===== src/rtl/stopwatch_ctrl_if.sv =====
// rtl/stopwatch_ctrl_if.sv - tick/control inputs and display outputs of the stopwatch controller
interface stopwatch_ctrl_if;
    logic       tick_1hz;
    logic       tick_2hz;
    logic       tick_scan;
    logic       tick_blink;
    logic       pause_btn;
    logic       adj;
    logic       sel;
    logic [3:0] min_tens;
    logic [3:0] min_ones;
    logic [3:0] sec_tens;
    logic [3:0] sec_ones;
    logic [3:0] an;
    logic [3:0] digit;
    logic       blank;
    logic       running;

    modport master (
        output tick_1hz, tick_2hz, tick_scan, tick_blink, pause_btn, adj, sel,
        input  min_tens, min_ones, sec_tens, sec_ones, an, digit, blank, running
    );

    modport slave (
        input  tick_1hz, tick_2hz, tick_scan, tick_blink, pause_btn, adj, sel,
        output min_tens, min_ones, sec_tens, sec_ones, an, digit, blank, running
    );
endinterface


===== src/rtl/stopwatch_ctrl.sv =====
// rtl/stopwatch_ctrl.sv - stopwatch mode FSM, MM:SS BCD counters and 4-digit scan with adjust blink
module stopwatch_ctrl #(
    parameter int MIN_MAX       = 59,
    parameter bit START_RUNNING = 1'b1
) (
    input  logic             clk,
    input  logic             rst,
    stopwatch_ctrl_if.slave  sw
);

    typedef enum logic [1:0] {
        S_RUN    = 2'd0,
        S_PAUSED = 2'd1,
        S_ADJUST = 2'd2
    } state_t;

    localparam state_t     RESET_STATE = START_RUNNING ? S_RUN : S_PAUSED;
    localparam logic [3:0] MAX_T       = 4'(MIN_MAX / 10);
    localparam logic [3:0] MAX_O       = 4'(MIN_MAX % 10);

    state_t     state_q, state_d;
    state_t     saved_q, saved_d;
    logic [3:0] sec_ones_q, sec_ones_d;
    logic [3:0] sec_tens_q, sec_tens_d;
    logic [3:0] min_ones_q, min_ones_d;
    logic [3:0] min_tens_q, min_tens_d;
    logic [1:0] scan_idx_q, scan_idx_d;
    logic       blink_q, blink_d;
    logic [3:0] an_q, an_d;
    logic [3:0] digit_q, digit_d;
    logic       blank_q, blank_d;
    logic       running_q, running_d;

    logic [8:0] sec_nxt;
    logic [7:0] min_nxt;
    logic [3:0] slot_an;
    logic [3:0] slot_digit;
    logic       slot_selected;

    // Returns {carry, tens, ones}; carry marks the 59 -> 00 rollover.
    function automatic logic [8:0] sec_inc(input logic [3:0] t, input logic [3:0] o);
        if (o == 4'd9) begin
            if (t == 4'd5) sec_inc = 9'b1_0000_0000;
            else           sec_inc = {1'b0, t + 4'd1, 4'd0};
        end else begin
            sec_inc = {1'b0, t, o + 4'd1};
        end
    endfunction

    function automatic logic [7:0] min_inc(input logic [3:0] t, input logic [3:0] o);
        if (t == MAX_T && o == MAX_O) min_inc = 8'h00;
        else if (o == 4'd9)           min_inc = {t + 4'd1, 4'd0};
        else                          min_inc = {t, o + 4'd1};
    endfunction

    always_comb begin
        state_d    = state_q;
        saved_d    = saved_q;
        sec_ones_d = sec_ones_q;
        sec_tens_d = sec_tens_q;
        min_ones_d = min_ones_q;
        min_tens_d = min_tens_q;
        sec_nxt    = sec_inc(sec_tens_q, sec_ones_q);
        min_nxt    = min_inc(min_tens_q, min_ones_q);

        case (state_q)
            S_RUN: begin
                // Entering adjust takes priority and drops a coincident 1 Hz tick.
                if (sw.adj) begin
                    state_d = S_ADJUST;
                    saved_d = S_RUN;
                end else begin
                    if (sw.tick_1hz) begin
                        {sec_tens_d, sec_ones_d} = sec_nxt[7:0];
                        if (sec_nxt[8]) {min_tens_d, min_ones_d} = min_nxt;
                    end
                    if (sw.pause_btn) state_d = S_PAUSED;
                end
            end
            S_PAUSED: begin
                if (sw.adj) begin
                    state_d = S_ADJUST;
                    saved_d = S_PAUSED;
                end else if (sw.pause_btn) begin
                    state_d = S_RUN;
                end
            end
            S_ADJUST: begin
                if (!sw.adj) begin
                    state_d = saved_q;
                end else if (sw.tick_2hz) begin
                    if (sw.sel) {sec_tens_d, sec_ones_d} = sec_nxt[7:0];
                    else        {min_tens_d, min_ones_d} = min_nxt;
                end
            end
            default: state_d = RESET_STATE;
        endcase

        scan_idx_d = scan_idx_q + {1'b0, sw.tick_scan};
        blink_d    = blink_q ^ sw.tick_blink;

        case (scan_idx_q)
            2'd0:    begin slot_an = 4'b1110; slot_digit = sec_ones_q; end
            2'd1:    begin slot_an = 4'b1101; slot_digit = sec_tens_q; end
            2'd2:    begin slot_an = 4'b1011; slot_digit = min_ones_q; end
            default: begin slot_an = 4'b0111; slot_digit = min_tens_q; end
        endcase

        slot_selected = sw.sel ? (scan_idx_q < 2'd2) : (scan_idx_q >= 2'd2);
        blank_d       = (state_q == S_ADJUST) && blink_q && slot_selected;
        an_d          = blank_d ? 4'b1111 : slot_an;
        digit_d       = slot_digit;
        running_d     = (state_d == S_RUN);
    end

    always_ff @(posedge clk or posedge rst) begin
        if (rst) begin
            state_q    <= RESET_STATE;
            saved_q    <= RESET_STATE;
            sec_ones_q <= 4'd0;
            sec_tens_q <= 4'd0;
            min_ones_q <= 4'd0;
            min_tens_q <= 4'd0;
            scan_idx_q <= 2'd0;
            blink_q    <= 1'b0;
            an_q       <= 4'b1110;
            digit_q    <= 4'd0;
            blank_q    <= 1'b0;
            running_q  <= START_RUNNING;
        end else begin
            state_q    <= state_d;
            saved_q    <= saved_d;
            sec_ones_q <= sec_ones_d;
            sec_tens_q <= sec_tens_d;
            min_ones_q <= min_ones_d;
            min_tens_q <= min_tens_d;
            scan_idx_q <= scan_idx_d;
            blink_q    <= blink_d;
            an_q       <= an_d;
            digit_q    <= digit_d;
            blank_q    <= blank_d;
            running_q  <= running_d;
        end
    end

    assign sw.min_tens = min_tens_q;
    assign sw.min_ones = min_ones_q;
    assign sw.sec_tens = sec_tens_q;
    assign sw.sec_ones = sec_ones_q;
    assign sw.an       = an_q;
    assign sw.digit    = digit_q;
    assign sw.blank    = blank_q;
    assign sw.running  = running_q;

endmodule


===== src/flat_wrapper.sv =====
// flat-port wrapper written by rule: the top's interface ports become plain ports
module stopwatch_ctrl_flat 
#(
    parameter int MIN_MAX       = 59,
    parameter bit START_RUNNING = 1'b1
)
  (clk, rst, sw_tick_1hz, sw_tick_2hz, sw_tick_scan, sw_tick_blink, sw_pause_btn, sw_adj, sw_sel, sw_min_tens, sw_min_ones, sw_sec_tens, sw_sec_ones, sw_an, sw_digit, sw_blank, sw_running);
  stopwatch_ctrl_if sw_i ();
  input  logic clk;
  input  logic rst;
  input wire logic [$bits(sw_i.tick_1hz)-1:0] sw_tick_1hz;
  input wire logic [$bits(sw_i.tick_2hz)-1:0] sw_tick_2hz;
  input wire logic [$bits(sw_i.tick_scan)-1:0] sw_tick_scan;
  input wire logic [$bits(sw_i.tick_blink)-1:0] sw_tick_blink;
  input wire logic [$bits(sw_i.pause_btn)-1:0] sw_pause_btn;
  input wire logic [$bits(sw_i.adj)-1:0] sw_adj;
  input wire logic [$bits(sw_i.sel)-1:0] sw_sel;
  output wire logic [$bits(sw_i.min_tens)-1:0] sw_min_tens;
  output wire logic [$bits(sw_i.min_ones)-1:0] sw_min_ones;
  output wire logic [$bits(sw_i.sec_tens)-1:0] sw_sec_tens;
  output wire logic [$bits(sw_i.sec_ones)-1:0] sw_sec_ones;
  output wire logic [$bits(sw_i.an)-1:0] sw_an;
  output wire logic [$bits(sw_i.digit)-1:0] sw_digit;
  output wire logic [$bits(sw_i.blank)-1:0] sw_blank;
  output wire logic [$bits(sw_i.running)-1:0] sw_running;
  assign sw_i.tick_1hz = sw_tick_1hz;
  assign sw_i.tick_2hz = sw_tick_2hz;
  assign sw_i.tick_scan = sw_tick_scan;
  assign sw_i.tick_blink = sw_tick_blink;
  assign sw_i.pause_btn = sw_pause_btn;
  assign sw_i.adj = sw_adj;
  assign sw_i.sel = sw_sel;
  assign sw_min_tens = sw_i.min_tens;
  assign sw_min_ones = sw_i.min_ones;
  assign sw_sec_tens = sw_i.sec_tens;
  assign sw_sec_ones = sw_i.sec_ones;
  assign sw_an = sw_i.an;
  assign sw_digit = sw_i.digit;
  assign sw_blank = sw_i.blank;
  assign sw_running = sw_i.running;
  stopwatch_ctrl #(.MIN_MAX(MIN_MAX), .START_RUNNING(START_RUNNING)) u_core (.clk(clk), .rst(rst), .sw(sw_i));
endmodule

===== config.mk =====
export PLATFORM = sky130hd
export DESIGN_NAME = stopwatch_ctrl_flat
export DESIGN_NICKNAME = d
export VERILOG_FILES = /design/src/rtl/stopwatch_ctrl_if.sv /design/src/rtl/stopwatch_ctrl.sv /design/src/flat_wrapper.sv
export SDC_FILE = /design/constraint.sdc
export NUM_CORES = 1
export LEC_CHECK = 0
export CELL_PAD_IN_SITES_DETAIL_PLACEMENT = 1
export CELL_PAD_IN_SITES_GLOBAL_PLACEMENT = 1
export CORE_ASPECT_RATIO = 0.75
export CORE_MARGIN = 2
export CORE_UTILIZATION = 39
export DETAILED_ROUTE_END_ITERATION = 7
export MAX_ROUTING_LAYER = met4
export PLACE_DENSITY = 0.82
export SYNTH_ARGS = -nofsm -noshare
export SYNTH_HDL_FRONTEND = slang
export SYNTH_SLANG_ARGS = --single-unit

===== constraint.sdc =====
create_clock -name clk -period 2.6 [get_ports clk]
set_clock_uncertainty 0.05 [all_clocks]
set_input_delay 0.52 -clock clk [delete_from_list [all_inputs] [get_ports clk]]
set_output_delay 0.52 -clock clk [all_outputs]
set_load 0.02 [all_outputs]

==> results, run 1 <==
- The flow ran to the end, and the final reports show no timing, DRC or antenna violations.
- The global routing met2 resource utilization is between 30% and 40%.
- The critical path capture point is u_core.sw.min_tens[0]$_DFFE_PP0P_.
- Max-cap violations in this run came to 0.
- The xor and xnor area share after synthesis is under 10%.
- For the pin with the worst max-slew slack, the measured transition is approximately 560 ps.
- Entering global routing, the biggest net connects 33 pins.
- The met1 track demand over resource in global routing is 24.4%.
- The power share of the clock group is a little under a fifth.
- At the worst endpoint, the arrival time is ~2300 ps.
- The kind of launch point of the worst setup path is an input pin.
- The worst setup slack after placement is roughly 110 ps.
- The compound-gate portion of the synthesized area is under 10%.
- The floorplan has 20 rows.
- The classification of the worst setup path is input pin to flop.
- The global-route track usage on met3 is between 5 and 6%.
- Counting flops with a built-in enable in the synthesized netlist gives 0.
- Summed over all nets, the switching power comes to ~930 uW.
- The post-synthesis cell area is about 1600 sq um.
- Dividing the detail-routed via count by the number of cells gives ~5.3.
- Counting distinct cell types in the post-synthesis netlist gives 42.
- Of all nets on the critical path, the largest fanout is 6.
- The die covers ~4700 sq um.
- The estimated wirelength of the detail-placed design is 2920 microns.
- The origin of the critical flop-to-flop path is u_core.sw.sec_ones[1]$_DFFE_PP0P_.
- The number of DRC markers after the initial detailed-route iteration is between 50 and 60.
- The synthesis-to-layout area growth is 31.9%.
- The capture instance of the worst register-to-register path is u_core.sw.min_tens[0]$_DFFE_PP0P_.
- Global routing used roughly a fifth of the available tracks.
- The number of stages on the worst hold path is 1.
- The synthesized-area fraction occupied by and/or/nand/nor cells is 17.1%.
- For this run, design rule violations remaining after detail routing come to 0.
- The final worst hold slack is approximately 440 ps.
- The last weighted congestion value of the routability-driven placer is 0.722.
- The worst-case setup margin in the final layout is roughly 400 ps.
- The number of antenna violations at the first check in global routing is 0.
- The total length of routed wires is about 4000 microns.
- The final critical path takes up a little over four fifths of the cycle.
- The number of buffers inserted by hold repair at cts is 0.
- Of the cells placed in the final design, the portion with a size suffix greater than 1 is 20.3%.
- The design internal power is 1.53 mW.
- The number of setup buffers added after CTS is 0.
- The number of nets handed over by synthesis was ~150.
- The data required time of the worst path is 2720 ps.
- The cell area reported after detailed placement is ~2000 sq um.
- The floorplan step set the die height to a little under 60 microns.
- For this design the ratio of total power to cell area is ~1200 nW/um^2.
- The initial cell density of the core is about two fifths.
- TritonCTS built the clock tree.
- The minimum clock period is 2200 ps.
- After global routing the overflow that remains totals 0.
- The final standard cell area without fillers is between 2000 and 2500 sq um.
- The number of clock sinks is 32.
- The multiplexer fraction of the synthesized cell area is 14.4%.
- The share of synthesized registers carrying an async set or reset is 100%.
- The most frequent standard cell in the layout excluding fill and tap cells is clkdlybuf4s50_1.
- In this run, flip-flops and latches consume between 30 and 40% of the power.
- The proportion of synthesized chip area in sequential cells is 50.0%.
- The total inserted antenna cells is 0.
- The delay contributed by the slowest stage of the critical path is 450 ps.
- Setup violations remaining at the end of the flow were counted as 0.
- The width of the chip is around 78 microns.
- The normalized max-slew margin is between 60 and 70%.
- The post-route setup TNS is 0 ps.
- Clock-pin slew was measured on the worst setup and hold paths at 60 ps.
- The number of buffers on the longest clock path is 2.
- The final net count is around 190.
- The type of the worst min-delay path is flop to flop.
- The first-pass detailed-route iteration total is 4.
- In this run, the combinational gates consume between 40% and 50% of the power.
- Counting cells, the worst reg-to-reg path comes to 4.
- The arithmetic-cell share of the synthesized area counting full adders, half adders and majority gates is ~4%.
- The core region area is 4000 sq um.
- After synthesis the netlist holds a flip-flop and latch count of 32.
- Setup repair after global routing left no endpoint under its margin.
- The final hold violation count is 0.
- Summed over all cells, the static leakage comes to between 0.8 and 0.9 nW.
- The first global-routing pass estimated about 7000 microns of wire.
- The H-tree generated during clock tree synthesis spans 2 levels.
- In this run the worst setup path begins at sw_adj.
- For this design the top-level I/O count stands at 35.
- The highest-utilization routing layer at the global route stage is met2.
- After detailed routing, the average wire length per cell comes to between 15 and 20 microns.
- The maximum clock frequency is 0.455 GHz.
- For this block, the via count after detailed routing is between 1k and 1.5k.
- The setup check on the worst reg-to-reg path leaves a slack of ~430 ps.
- Averaged over all synthesized cells, the footprint is 12.2 sq um.
- The clock latency on the worst-skew pair is 290 ps.
- The instance count of the mapped netlist is 132.
- The number of buffers inserted by port buffering is 34.
- The final number of max-transition violations is 0.
- Traced cell by cell, the critical path runs through clkdlybuf4s50_1, or3b_4, o21a_4, or4_4, mux2_4.
- After filler insertion, the fill cell instance count of the layout stands at 429.
- The number of buffers inserted during clock tree synthesis is 5.
- The dominant synthesized flop cell is dfrtp_1.
- In the layout the commonest cells are clkdlybuf4s50_1, dfrtp_1, nor2_1.
- Net switching is approximately 38% of the power.
- For this run, the number of Yosys warnings is 0.
- The buffer type at the clock tree root is clkbuf_8.
- IR analysis of the VDD net gives a maximum drop of 532 uV.
- The category of the worst setup path capture point is a flop.
- Gates resized during post-CTS repair numbered 0.
- The number of routed nets with antenna violations is 0.
- The via count of the first global-routing pass was 1303.
- The critical path's slowest cell is or3b_4.
- After synthesis, the largest family of logic cells by area is simple AND/OR/NAND/NOR gates.
-- worst min-delay path by stage --
stage                                     endpoint                startpoint  slack [ps]
after floorplan           u_core.blink_q$_DFF_PP0_  u_core.blink_q$_DFF_PP0_         390
after global placement    u_core.blink_q$_DFF_PP0_  u_core.blink_q$_DFF_PP0_         420
after detailed placement  u_core.blink_q$_DFF_PP0_  u_core.blink_q$_DFF_PP0_         440
after CTS                 u_core.blink_q$_DFF_PP0_  u_core.blink_q$_DFF_PP0_         450
after global routing      u_core.blink_q$_DFF_PP0_  u_core.blink_q$_DFF_PP0_         460
final                     u_core.blink_q$_DFF_PP0_  u_core.blink_q$_DFF_PP0_         440
-- worst max-delay path: cells and delay by family --
family,cells,cell delay (ps)
compound gates,1,160
buf+inv,1,440
mux,1,310
simple gates,2,900
-- kinds of logic (layout without fill, tap and decap cells) --
group | count (synthesis) | after routing
AOI/OAI and AO/OA | 15 | 15
xor gates and xnor gates | 7 | 7
adders and majority gates | 5 | 5
muxes | 16 | 16
and+or+nand+nor | 48 | 48
DFF | 32 | 32
buffers and inverters | 9 | 49
-- flip-flops by register name, summed over array words and instances, names as in the netlist --
| register | flops |
|---|---|
| u_core.sw.an | 4 |
| u_core.sw.digit | 4 |
| u_core.sw.min_ones | 4 |
| u_core.sw.min_tens | 4 |
| u_core.sw.sec_ones | 4 |
| u_core.sw.sec_tens | 4 |
| u_core.scan_idx_q | 2 |
| u_core.state_q | 2 |
| u_core.blink_q | 1 |
| u_core.saved_q | 1 |
| u_core.sw.blank | 1 |
| u_core.sw.running | 1 |
-- stage by stage --
step | utilization [%] | instances | total power [mW]
floorplan | - | 132 | 1.54
global placement | 50.3 | 219 | 1.93
detailed placement | 50.3 | 219 | 2.01
CTS | 53.0 | 227 | 2.50
global route | 53.0 | 227 | 2.63
finish | 53.0 | 227 | 2.46
-- metal layers --
metal / share of wire [%] / vias to the layer above
li1: - / 549
met1: 43 / 609
met2: 50 / 34
met3: 4.0 / 13
met4: 3.0 / 0
met5: 0 / -
-- power by group through the flow --
stage               Combinational [mW]  Sequential [mW]  Clock, mW
floorplan                        0.510             1.03          0
global placement                 0.980            0.953          0
detailed placement                1.03            0.981          0
CTS                               1.04            0.975      0.484
global route                      1.10             1.02      0.505
finish                            1.02            0.969      0.469
-- synth_stat cells, drive strengths merged, types with 2 or more instances --
| library cell | instances | share of area [%] |
|---|---|---|
| o21ai | 3 | 0.93 |
| dfrtp | 28 | 44 |
| mux2 | 11 | 8.2 |
| nand3b | 2 | 0.93 |
| a21oi | 3 | 0.93 |
| or3 | 2 | 0.78 |
| and2 | 2 | 0.78 |
| inv | 4 | 0.93 |
| o41ai | 2 | 1.1 |
| and3 | 2 | 0.78 |
| nor3b | 2 | 0.93 |
| nand3 | 4 | 1.2 |
| xnor2 | 2 | 1.1 |
| xor2 | 5 | 2.7 |
| nor2b | 3 | 1.2 |
| dfstp | 4 | 6.5 |
| ha | 5 | 3.9 |
| or3b | 2 | 1.2 |
| nor2 | 12 | 2.8 |
| nand2b | 3 | 1.2 |
| clkbuf | 4 | 0.93 |
| nand2 | 6 | 1.4 |
| mux4 | 4 | 5.6 |
-- area by class of cell --
type	instances	area [sq um]	area share, %
Sequential cell	32	806	37.9
Timing Repair Buffer	37	363	17.1
Clock inverter	2	35.0	1.65
Inverter	4	15.0	0.707
Tap cell	55	68.8	3.24
Multi-Input combinational cell	91	763	35.9
Clock buffer	6	72.6	3.42
Power figures use the tool's default switching activity.
==> run 2: changes to the inputs <==
Settings changed: CORE_UTILIZATION 39 to 36, PLACE_DENSITY 0.82 to 0.8.
Clock period 2.6 ns to 1.8 ns, I/O delays scaled along.
==> run 2 against run 1 <==
Net effect: clock power is 61% higher; total power rose by 58%; critical endpoint is now u_core.sw.min_tens[1]$_DFFE_PP0P_; global-route usage down 1.3 points; the run now ends with setup timing left.
==> results, run 2 (synthesis results as in run 1) <==
- The final worst hold slack is 417 ps.
- In the final routed layout, each cell accounts on average for 18.0 microns.
- In this run the cell area measured after placement is roughly 2200 sq um.
- The total I/O pin count is 35.
- Input and output buffers added on the ports amount to 34.
- The number of routed nets with antenna violations is 0.
- The average vias per placed instance is about 5.1.
- Setup violations remaining at the end of the flow were counted as 9.
- The site row count is 21.
- Across all register-to-register paths, the minimum setup slack is -90 ps.
- The maximum number of pins on one net before global-route repair is 33.
- The post-route setup TNS is -529 ps.
- After filler insertion, the fill cell instance count of the layout stands at 457.
- At the pin with the least slew margin, the transition time is approximately 510 ps.
- The category of the worst setup path capture point is a flop.
- The final layout contains routed wiring with a total length of ~4600 microns.
- The detailed router finished its first iteration with 38 violations.
- Power spread over the standard cell area amounts to 1590 nW/um^2.
- Of the cells placed in the final design, the portion with a size suffix greater than 1 is between 30% and 40%.
- The count of cells in the finished layout, fillers not included, comes to approximately 250.
- The total number of cells along the worst setup path is 4.
- The number of buffers on the longest clock path is 2.
- The first global-routing pass estimated a little under 7000 microns of wire.
- The final number of max-transition violations is 0.
- The kind of cell with the highest combined delay along the critical path is simple AND/OR/NAND/NOR gates.
- The congestion estimate from routability-driven global placement came to 0.795.
- The arrival time of the worst setup path is roughly 2000 ps.
- Measured against its own limit, the worst slew margin works out to roughly two thirds.
- Summing over every cut layer, the via total after detailed routing is about 1.3k.
- The number of antenna diodes in the final layout is 0.
- The worst setup slack after placement is -547 ps.
- The critical path goes through nor3b_4, a41oi_2, or4_4, mux2_4.
- Static timing analysis puts the maximum clock frequency at 0.530 GHz.
- The synthesis-to-layout area growth is 51.4%.
- The origin of the critical flop-to-flop path is u_core.sw.sec_ones[1]$_DFFE_PP0P_.
- The count of placed standard cells including taps is 240.
- Summed over all layers, the global routing overflow is 0.
- The via count of the first global-routing pass is 1349.
- The maximum fanout along the worst path is 4.
- The data required time of the worst path is between 1500 and 2000 ps.
- The worst hold path belongs to the class input pin to async pin.
- The die covers approximately 5000 sq um.
- The run finished, with violations left.
- The clock latency on the worst-skew pair is around 290 ps.
- Setup slack on the critical path of the routed design comes to -85.2 ps.
- The estimated wirelength of the detail-placed design is 3080 microns.
- The buffer type at the clock tree root is clkbuf_8.
- After detailed routing, the number of remaining DRC violations is 0.
- Global routing used between 10% and 20% of the available tracks across all layers.
- Tracing the worst setup path back leads to its startpoint at u_core.sw.sec_ones[1]$_DFFE_PP0P_.
- Of the available clock period, the critical path in the final layout requires 105%.
- VDD sags by at most ~700 uV.
- TritonCTS built the clock tree.
- The clock slew seen by the registers of the worst setup and hold paths is ~70 ps.
- After routing the design area is roughly 2400 sq um.
- The capture instance of the worst register-to-register path is u_core.sw.min_tens[1]$_DFFE_PP0P_.
- The core region area is roughly 4400 sq um.
- Setup repair after global routing could not meet its margin everywhere.
- The first detailed-routing pass took 6 iterations.
- The H-tree depth reported by CTS is 2.
- The number of buffers and inverters on the critical path is 0.
- The worst setup path is launched from a flop.
- In this run the static leakage power is ~1.1 nW.
- Among all stages on the critical path, the largest delay is contributed by or4_4.
- The clock net in this run drives a total of 32 sinks.
- The number of buffers inserted during clock tree synthesis is 5.
- The smallest clock period supported by the final layout is computed as between 1500 and 2000 ps.
- The final net count is approximately 210.
- The most critical setup path has its endpoint at u_core.sw.min_tens[1]$_DFFE_PP0P_.
- The delay contributed by the slowest stage of the critical path is 560 ps.
- The final hold violation count is 0.
- The classification of the worst setup path is flop to flop.
- Once the floorplan was initialized, standard cells occupied 36.7% of the core.
- The library cells used most frequently in the layout, excluding fill and tap cells, are buf_4, dfrtp_1, dlygate4sd2_1.
- The die height is slightly above 60 microns.
- The final reports fail on setup timing.
- The width of the chip is around 81 microns.
- The depth of the worst register-to-register path is 4.
- After layout, the design draws a total of about 4 mW.
- Max-cap violations in this run came to 0.
- The share of the core filled with cells is 55.6%.
- The number of antenna violations at the first check in global routing is 0.
run 2: worst min path at each step:
stage                              from                           to  slack (ps)  depth (start not counted)
2_1_floorplan                    sw_adj  u_core.state_q[0]$_DFF_PP0_         390                          1
3_3_place_gp   u_core.blink_q$_DFF_PP0_     u_core.blink_q$_DFF_PP0_         420                          1
3_5_place_dp   u_core.blink_q$_DFF_PP0_     u_core.blink_q$_DFF_PP0_         420                          1
4_1_cts                             rst    u_core.sw.blank$_DFF_PP0_         430                          3
5_1_grt        u_core.blink_q$_DFF_PP0_     u_core.blink_q$_DFF_PP0_         460                          1
6_report                            rst     u_core.blink_q$_DFF_PP0_         420                          3
run 2: layout make-up:
class	count	area (sq um)	area share, %
clock buffer	7	96.3	3.95
clock inverter	1	30.0	1.23
inverter	4	15.0	0.616
multi-input combinational	91	882	36.2
sequential	32	810	33.2
tap	57	71.3	2.92
timing repair buffer	61	534	21.9
run 2: routing by layer:
layer	vias up	GRT usage, %	share of wire, %
met5	-	-	0
met4	0	7.26	1.4
met3	9	4.77	3.9
met2	34	32.7	51
met1	644	23.5	43
li1	597	-	-
run 2: report_power, final:
part           switching (mW)  internal [mW]  total (mW)
combinational           0.931          0.929        1.86
clock                   0.268          0.488       0.756
sequential              0.274          0.998        1.27
run 2: timing repair:
item | in CTS | in global routing
pin swaps | 3 | 7
hold buffers | 0 | 0
gates cloned | 0 | 0
resized for setup | 25 | 16
setup buffers | 3 | 2
setup endpoints to repair | 32 | 15
run 2: tightest hold or removal path, stage by stage:
cell and delay, ps:
clkdlybuf4s50_1 400, inv_1 50, buf_4 360
